`src/rtl/mem_port_arbiter_if.sv`:
```
// rtl/mem_port_arbiter_if.sv - CPU/DMA requester, memory-side and status signals of mem_port_arbiter
// slave: arbiter side; master: requesters plus memory model side.
interface mem_port_arbiter_if #(
    parameter int AW = 32,
    parameter int DW = 32
);
  logic          cpu_req;
  logic          cpu_we;
  logic [AW-1:0] cpu_addr;
  logic [DW-1:0] cpu_wdata;
  logic [DW-1:0] cpu_rdata;
  logic          cpu_ack;

  logic          dma_req;
  logic          dma_we;
  logic [AW-1:0] dma_addr;
  logic [DW-1:0] dma_wdata;
  logic [DW-1:0] dma_rdata;
  logic          dma_ack;

  logic [AW-1:0] mem_addr;
  logic [DW-1:0] mem_wdata;
  logic [DW-1:0] mem_rdata;
  logic          mem_read;
  logic          mem_write;

  logic          busy;
  logic          owner;

  modport slave (
      input  cpu_req, cpu_we, cpu_addr, cpu_wdata,
      output cpu_rdata, cpu_ack,
      input  dma_req, dma_we, dma_addr, dma_wdata,
      output dma_rdata, dma_ack,
      output mem_addr, mem_wdata, mem_read, mem_write,
      input  mem_rdata,
      output busy, owner
  );

  modport master (
      output cpu_req, cpu_we, cpu_addr, cpu_wdata,
      input  cpu_rdata, cpu_ack,
      output dma_req, dma_we, dma_addr, dma_wdata,
      input  dma_rdata, dma_ack,
      input  mem_addr, mem_wdata, mem_read, mem_write,
      output mem_rdata,
      input  busy, owner
  );
endinterface

```
`src/rtl/mem_port_arbiter.sv`:
```
// rtl/mem_port_arbiter.sv - CPU/DMA arbiter for the unified memory of the multicycle MIPS core
// Optional MEM_PORT_ARB_RR_EN: round-robin on simultaneous requests (default: CPU priority).
module mem_port_arbiter #(
    parameter int AW      = 32,
    parameter int DW      = 32,
    parameter int MEM_LAT = 1
) (
    input logic            clk,
    input logic            rst,
    mem_port_arbiter_if.slave bus
);

  typedef enum logic [1:0] {
    ST_IDLE   = 2'd0,
    ST_ACCESS = 2'd1,
    ST_RESP   = 2'd2
  } state_t;

  localparam logic [3:0] LAT_M1 = 4'(MEM_LAT - 1);

  state_t        state_q;
  logic [3:0]    cnt_q;
  logic          we_q;
  logic [AW-1:0] addr_q;
  logic [DW-1:0] wdata_q;
  logic          owner_q;
  logic [DW-1:0] cpu_rdata_q;
  logic [DW-1:0] dma_rdata_q;
  logic          cpu_ack_q;
  logic          dma_ack_q;
  logic          mem_read_q;
  logic          mem_write_q;
  logic          busy_q;

  logic          owner_d;
  logic          any_req_d;
  logic          we_d;
  logic [AW-1:0] addr_d;
  logic [DW-1:0] wdata_d;

  // Winner selection only matters in IDLE; elsewhere the request inputs are ignored.
  always_comb begin
    owner_d   = owner_q;
    any_req_d = bus.cpu_req | bus.dma_req;
    if (bus.cpu_req && bus.dma_req) begin
`ifdef MEM_PORT_ARB_RR_EN
      owner_d = ~owner_q;
`else
      owner_d = 1'b0;
`endif
    end else if (bus.cpu_req) begin
      owner_d = 1'b0;
    end else if (bus.dma_req) begin
      owner_d = 1'b1;
    end
    we_d    = owner_d ? bus.dma_we    : bus.cpu_we;
    addr_d  = owner_d ? bus.dma_addr  : bus.cpu_addr;
    wdata_d = owner_d ? bus.dma_wdata : bus.cpu_wdata;
  end

  always_ff @(posedge clk or negedge rst) begin
    if (!rst) begin
      state_q     <= ST_IDLE;
      cnt_q       <= 4'd0;
      we_q        <= 1'b0;
      addr_q      <= '0;
      wdata_q     <= '0;
      owner_q     <= 1'b0;
      cpu_rdata_q <= '0;
      dma_rdata_q <= '0;
      cpu_ack_q   <= 1'b0;
      dma_ack_q   <= 1'b0;
      mem_read_q  <= 1'b0;
      mem_write_q <= 1'b0;
      busy_q      <= 1'b0;
    end else begin
      cpu_ack_q <= 1'b0;
      dma_ack_q <= 1'b0;
      case (state_q)
        ST_IDLE: begin
          if (any_req_d) begin
            state_q     <= ST_ACCESS;
            owner_q     <= owner_d;
            we_q        <= we_d;
            addr_q      <= addr_d;
            wdata_q     <= wdata_d;
            cnt_q       <= LAT_M1;
            mem_read_q  <= ~we_d;
            mem_write_q <= we_d;
            busy_q      <= 1'b1;
          end
        end
        ST_ACCESS: begin
          if (cnt_q == 4'd0) begin
            state_q     <= ST_RESP;
            mem_read_q  <= 1'b0;
            mem_write_q <= 1'b0;
            // Read data is only valid in the last access cycle, so capture it here.
            if (!we_q) begin
              if (owner_q) dma_rdata_q <= bus.mem_rdata;
              else         cpu_rdata_q <= bus.mem_rdata;
            end
            if (owner_q) dma_ack_q <= 1'b1;
            else         cpu_ack_q <= 1'b1;
          end else begin
            cnt_q <= cnt_q - 4'd1;
          end
        end
        ST_RESP: begin
          state_q <= ST_IDLE;
          busy_q  <= 1'b0;
        end
        default: begin
          state_q     <= ST_IDLE;
          mem_read_q  <= 1'b0;
          mem_write_q <= 1'b0;
          busy_q      <= 1'b0;
        end
      endcase
    end
  end

  assign bus.mem_addr  = addr_q;
  assign bus.mem_wdata = wdata_q;
  assign bus.mem_read  = mem_read_q;
  assign bus.mem_write = mem_write_q;
  assign bus.cpu_rdata = cpu_rdata_q;
  assign bus.dma_rdata = dma_rdata_q;
  assign bus.cpu_ack   = cpu_ack_q;
  assign bus.dma_ack   = dma_ack_q;
  assign bus.busy      = busy_q;
  assign bus.owner     = owner_q;

endmodule

```
`src/flat_wrapper.sv`:
```
// flat-port wrapper written by rule: the top's interface ports become plain ports
module mem_port_arbiter_flat 
#(
    parameter int AW      = 32,
    parameter int DW      = 32,
    parameter int MEM_LAT = 1
)
  (clk, rst, bus_cpu_req, bus_cpu_we, bus_cpu_addr, bus_cpu_wdata, bus_cpu_rdata, bus_cpu_ack, bus_dma_req, bus_dma_we, bus_dma_addr, bus_dma_wdata, bus_dma_rdata, bus_dma_ack, bus_mem_addr, bus_mem_wdata, bus_mem_read, bus_mem_write, bus_mem_rdata, bus_busy, bus_owner);
  mem_port_arbiter_if #(.AW(AW), .DW(DW)) bus_i ();
  input logic clk;
  input logic rst;
  input wire logic [$bits(bus_i.cpu_req)-1:0] bus_cpu_req;
  input wire logic [$bits(bus_i.cpu_we)-1:0] bus_cpu_we;
  input wire logic [$bits(bus_i.cpu_addr)-1:0] bus_cpu_addr;
  input wire logic [$bits(bus_i.cpu_wdata)-1:0] bus_cpu_wdata;
  output wire logic [$bits(bus_i.cpu_rdata)-1:0] bus_cpu_rdata;
  output wire logic [$bits(bus_i.cpu_ack)-1:0] bus_cpu_ack;
  input wire logic [$bits(bus_i.dma_req)-1:0] bus_dma_req;
  input wire logic [$bits(bus_i.dma_we)-1:0] bus_dma_we;
  input wire logic [$bits(bus_i.dma_addr)-1:0] bus_dma_addr;
  input wire logic [$bits(bus_i.dma_wdata)-1:0] bus_dma_wdata;
  output wire logic [$bits(bus_i.dma_rdata)-1:0] bus_dma_rdata;
  output wire logic [$bits(bus_i.dma_ack)-1:0] bus_dma_ack;
  output wire logic [$bits(bus_i.mem_addr)-1:0] bus_mem_addr;
  output wire logic [$bits(bus_i.mem_wdata)-1:0] bus_mem_wdata;
  output wire logic [$bits(bus_i.mem_read)-1:0] bus_mem_read;
  output wire logic [$bits(bus_i.mem_write)-1:0] bus_mem_write;
  input wire logic [$bits(bus_i.mem_rdata)-1:0] bus_mem_rdata;
  output wire logic [$bits(bus_i.busy)-1:0] bus_busy;
  output wire logic [$bits(bus_i.owner)-1:0] bus_owner;
  assign bus_i.cpu_req = bus_cpu_req;
  assign bus_i.cpu_we = bus_cpu_we;
  assign bus_i.cpu_addr = bus_cpu_addr;
  assign bus_i.cpu_wdata = bus_cpu_wdata;
  assign bus_cpu_rdata = bus_i.cpu_rdata;
  assign bus_cpu_ack = bus_i.cpu_ack;
  assign bus_i.dma_req = bus_dma_req;
  assign bus_i.dma_we = bus_dma_we;
  assign bus_i.dma_addr = bus_dma_addr;
  assign bus_i.dma_wdata = bus_dma_wdata;
  assign bus_dma_rdata = bus_i.dma_rdata;
  assign bus_dma_ack = bus_i.dma_ack;
  assign bus_mem_addr = bus_i.mem_addr;
  assign bus_mem_wdata = bus_i.mem_wdata;
  assign bus_mem_read = bus_i.mem_read;
  assign bus_mem_write = bus_i.mem_write;
  assign bus_i.mem_rdata = bus_mem_rdata;
  assign bus_busy = bus_i.busy;
  assign bus_owner = bus_i.owner;
  mem_port_arbiter #(.AW(AW), .DW(DW), .MEM_LAT(MEM_LAT)) u_core (.clk(clk), .rst(rst), .bus(bus_i));
endmodule
```
`config.mk`:
```
export PLATFORM = sky130hd
export DESIGN_NAME = mem_port_arbiter_flat
export DESIGN_NICKNAME = d
export VERILOG_FILES = /design/src/rtl/mem_port_arbiter_if.sv /design/src/rtl/mem_port_arbiter.sv /design/src/flat_wrapper.sv
export SDC_FILE = /design/constraint.sdc
export NUM_CORES = 1
export LEC_CHECK = 0
export BUFFER_PORTS_ARGS = -buffer_cell sky130_fd_sc_hd__clkbuf_2
export CAP_MARGIN = 25
export CORE_ASPECT_RATIO = 1.4
export CORE_MARGIN = 5
export CORE_UTILIZATION = 40
export DETAILED_ROUTE_END_ITERATION = 8
export PLACE_DENSITY = 0.73
export SYNTH_ARGS = -nofsm -noshare
export SYNTH_HDL_FRONTEND = slang
export SYNTH_SLANG_ARGS = --single-unit
```
`constraint.sdc`:
```
create_clock -name clk -period 2 [get_ports clk]
set_input_delay 0.1 -clock clk [delete_from_list [all_inputs] [get_ports clk]]
set_output_delay 0.1 -clock clk [all_outputs]
set_load 0.05 [all_outputs]
```
==> flow_summary.ini <==
[synth]
yosysWarningCount = 0
synth.distinct_cells = 29
syn_avg_cell_area_um2 = 12.63
ys_seq_elements = 141
ys_seq_area_frac = 0.5884
syn-cell-area_mm2 = 0.005997
synthCells = 475
synth_nets = 643

[sta]
clock_skew_ps = 12.83
setup_viol = 0
finalCritPeriodShare = 0.9917
post-route-min-period_ps = 1983
hold_viol_final = 1
fmax_mhz = 504.2
drv_slew = 0
holdWs_ps = -1.424
relSlewSlack = 0.6995
rsz0062_at_grt = true
max_slew.worst_pin.slew_ps = 449.6

[drt]
avgViaCountPerCell = 5.008
routedWlPerCell_um = 17.15
drc = 0
drtIter0Drc = 164
vias = 5489
routed_wl_um = 18800
firstDrtPassIters = 5
postRouteAntennaNets = 0

[layout]
drive_gt1_frac = 0.4668
multi_input_area_mm2 = 0.002322
nets = 1059
mostFrequentLayoutCell = clkbuf_2
fin_util = 0.6424
design_area_mm2 = 0.009542
area_delta_synth_final_pct = 59.11
num-fill-cells = 1149
layoutNonFillerInstCount = 1096
most-common-layout-cells = clkbuf_2, dfrtp_1, o21ai_0, dlygate4sd3_1, mux2i_1
n_antenna_cell = 0
regArea_mm2 = 0.003530

[clocking]
cts_buffers = 17
path_clk_slew_ps = 60
cts_tree = done
cts_max_level = 4
clockBufferDepth = 2
root_buffer = clkbuf_16
cts_sinks = 141
clkLatencyLatePin_ps = 410

[die]
io_pins = 300
die_h_um = 154.9
std_cell_rows = 53
core-area_mm2 = 0.01485
die_w_um = 113.5
dieArea_mm2 = 0.01758
initial_core_util = 0.4037

[job]
drv_cap = 0

[global_route]
grt_pass1_vias = 5948
grt_util_met2 = 0.3707
grt_usage = 0.2139
grt_use_met3 = 0.05370
grt_pass1_wl_um = 30130
antenna_found_initial = 0
grt_overflow_total = 0
busiest_layer = met2
gr-usage-met1 = 0.2515
grt_max_degree = 53

[power]
power_density_mw_per_mm2 = 1818
power_leakage_nw = 4.864
peakVddDrop_v = 0.001117

[outcome]
violations = negative hold slack
status = complete, but fails checks

[placed_design]
portBuffers = 299
hpwl_um = 12500
placed_cells = 946
place_area_mm2 = 0.007774
gp_congestion = 0.7453

[critical_path]
critPathLaunchType = register
critPathMaxFanout = 16
r2r-start = u_core.cnt_q[0]$_DFFE_PN0P_
reg2reg_slack_ps = 20
r2r-end = u_core.bus.cpu_rdata[23]$_DFFE_PN0P_
worst-endpoint-arrival_ps = 2270
required_ps = 2290
critPathKind = reg2reg
worstRegToRegCells = 7
end_kind = register

[min_path]
hold_path_depth = 3
min_to = u_core.bus.mem_addr[3]$_DFFE_PN0P_
worstHoldStart = bus_dma_addr[3]
min_path_type = in2reg
## repair_timing
action                     4_1_cts  5_1_grt
hold endpoints to repair       216        0
setup buffers                    0        2
setup endpoints to repair        0       32
gates resized for setup          0        4
hold buffers                   114        0
## sequential cells by signal, summed over array words and instances (netlist names)
| register | count |
|---|---|
| u_core.bus.busy | 1 |
| u_core.bus.dma_rdata | 32 |
| u_core.bus.cpu_ack | 1 |
| u_core.cnt_q | 4 |
| u_core.bus.mem_wdata | 32 |
| u_core.state_q | 2 |
| u_core.we_q | 1 |
| u_core.bus.dma_ack | 1 |
| u_core.bus.mem_read | 1 |
| u_core.bus.mem_write | 1 |
| u_core.bus.mem_addr | 32 |
| u_core.bus.owner | 1 |
| u_core.bus.cpu_rdata | 32 |
## layer usage
metal / part of all wire / wire length [µm]
met1: 0.38 / 7199
met2: 0.50 / 9483
met3: 0.078 / 1469
met4: 0.034 / 646
met5: 0 / 0
## synth_stat cells
cell	n	area, µm²
o21ai_0	136	680.7
o32ai_1	1	8.760
mux2_2	63	709.4
nand4_1	1	6.260
nor2b_1	3	18.77
dfrtp_1	141	3528
ha_1	2	25.02
a21o_1	2	15.01
nand2b_1	1	6.260
buf_2	6	30.03
nor4_4	1	21.27
nor3_1	3	15.01
nand4b_1	1	8.760
a32o_1	1	10.01
buf_1	1	3.750
nor3b_1	1	7.510
a211oi_1	1	7.510
nor2_1	2	7.510
mux2i_1	67	670.6
buf_6	4	45.04
a32oi_1	1	8.760
and3_1	1	6.260
or2_2	1	6.260
mux2_1	1	11.26
o21bai_1	2	15.01
inv_1	3	11.26
or3b_1	1	8.760
clkbuf_1	25	93.84
nand3_1	2	10.01
## worst max-delay path by stage
| stage | start | end | slack, ps | cells past startpoint |
|---|---|---|---|---|
| 2_1_floorplan | u_core.cnt_q[1]$_DFFE_PN0P_ | u_core.bus.cpu_rdata[10]$_DFFE_PN0P_ | 10 | 7 |
| 3_5_place_dp | u_core.cnt_q[0]$_DFFE_PN0P_ | u_core.bus.cpu_rdata[23]$_DFFE_PN0P_ | 40 | 6 |
| 5_1_grt | u_core.cnt_q[0]$_DFFE_PN0P_ | u_core.bus.cpu_rdata[15]$_DFFE_PN0P_ | -30 | 7 |
| 4_1_cts | u_core.cnt_q[0]$_DFFE_PN0P_ | u_core.bus.cpu_rdata[8]$_DFFE_PN0P_ | 40 | 6 |
| 6_report | u_core.cnt_q[0]$_DFFE_PN0P_ | u_core.bus.cpu_rdata[23]$_DFFE_PN0P_ | 20 | 7 |
| 3_3_place_gp | u_core.cnt_q[1]$_DFFE_PN0P_ | u_core.bus.cpu_rdata[12]$_DFFE_PN0P_ | 90 | 6 |
## where the power goes
part	internal (mW)	total (mW)	switching (mW)
combinational	2.47	9.35	6.88
sequential	4.26	5.03	0.769
clock	1.64	2.97	1.33
## metrics by stage
step | TNS (ps) | setup WS [ps] | hold WS [ps] | power, mW
4_1_cts | 0 | 36.46 | 0.6609 | 17.38
3_5_place_dp | 0 | 39.37 | 13.91 | 14.19
2_1_floorplan | 0 | 10.70 | -195.6 | 11.74
3_3_place_gp | 0 | 90.03 | 15.54 | 14.01
5_1_grt | -609.6 | -33.16 | 4.634 | 18.30
6_report | 0 | 16.58 | -1.424 | 17.35
## area by class of cell
type | instances | share of cell area
tap | 192 | 0.02518
multi-input combinational | 295 | 0.2434
timing repair buffer | 433 | 0.3016
clock inverter | 14 | 0.01377
clock buffer | 18 | 0.04498
sequential | 141 | 0.3699
inverter | 3 | 0.001180
## cell families (layout without fill, tap and decap cells)
| logic type | count (synthesis) | in the layout | share of synthesized area |
|---|---|---|---|
| AO/OA/AOI/OAI | 144 | 144 | 0.1243 |
| flip-flops | 141 | 141 | 0.5884 |
| multiplexers | 131 | 131 | 0.2320 |
| buffers and inverters | 39 | 468 | 0.03067 |
| AND/OR/NAND/NOR | 18 | 18 | 0.02045 |
| adder cells (fa/ha/maj) | 2 | 2 | 0.004172 |
## worst max-delay path, cell delays in order, from the launching register on
cell and delay (ps):
dfrtp_1 390, inv_2 100, ha_4 130, or3b_4 390, nor4_4 140, buf_4 200
buf_12 170, mux2_2 350
Note: power is estimated with default switching activity, not from simulation.
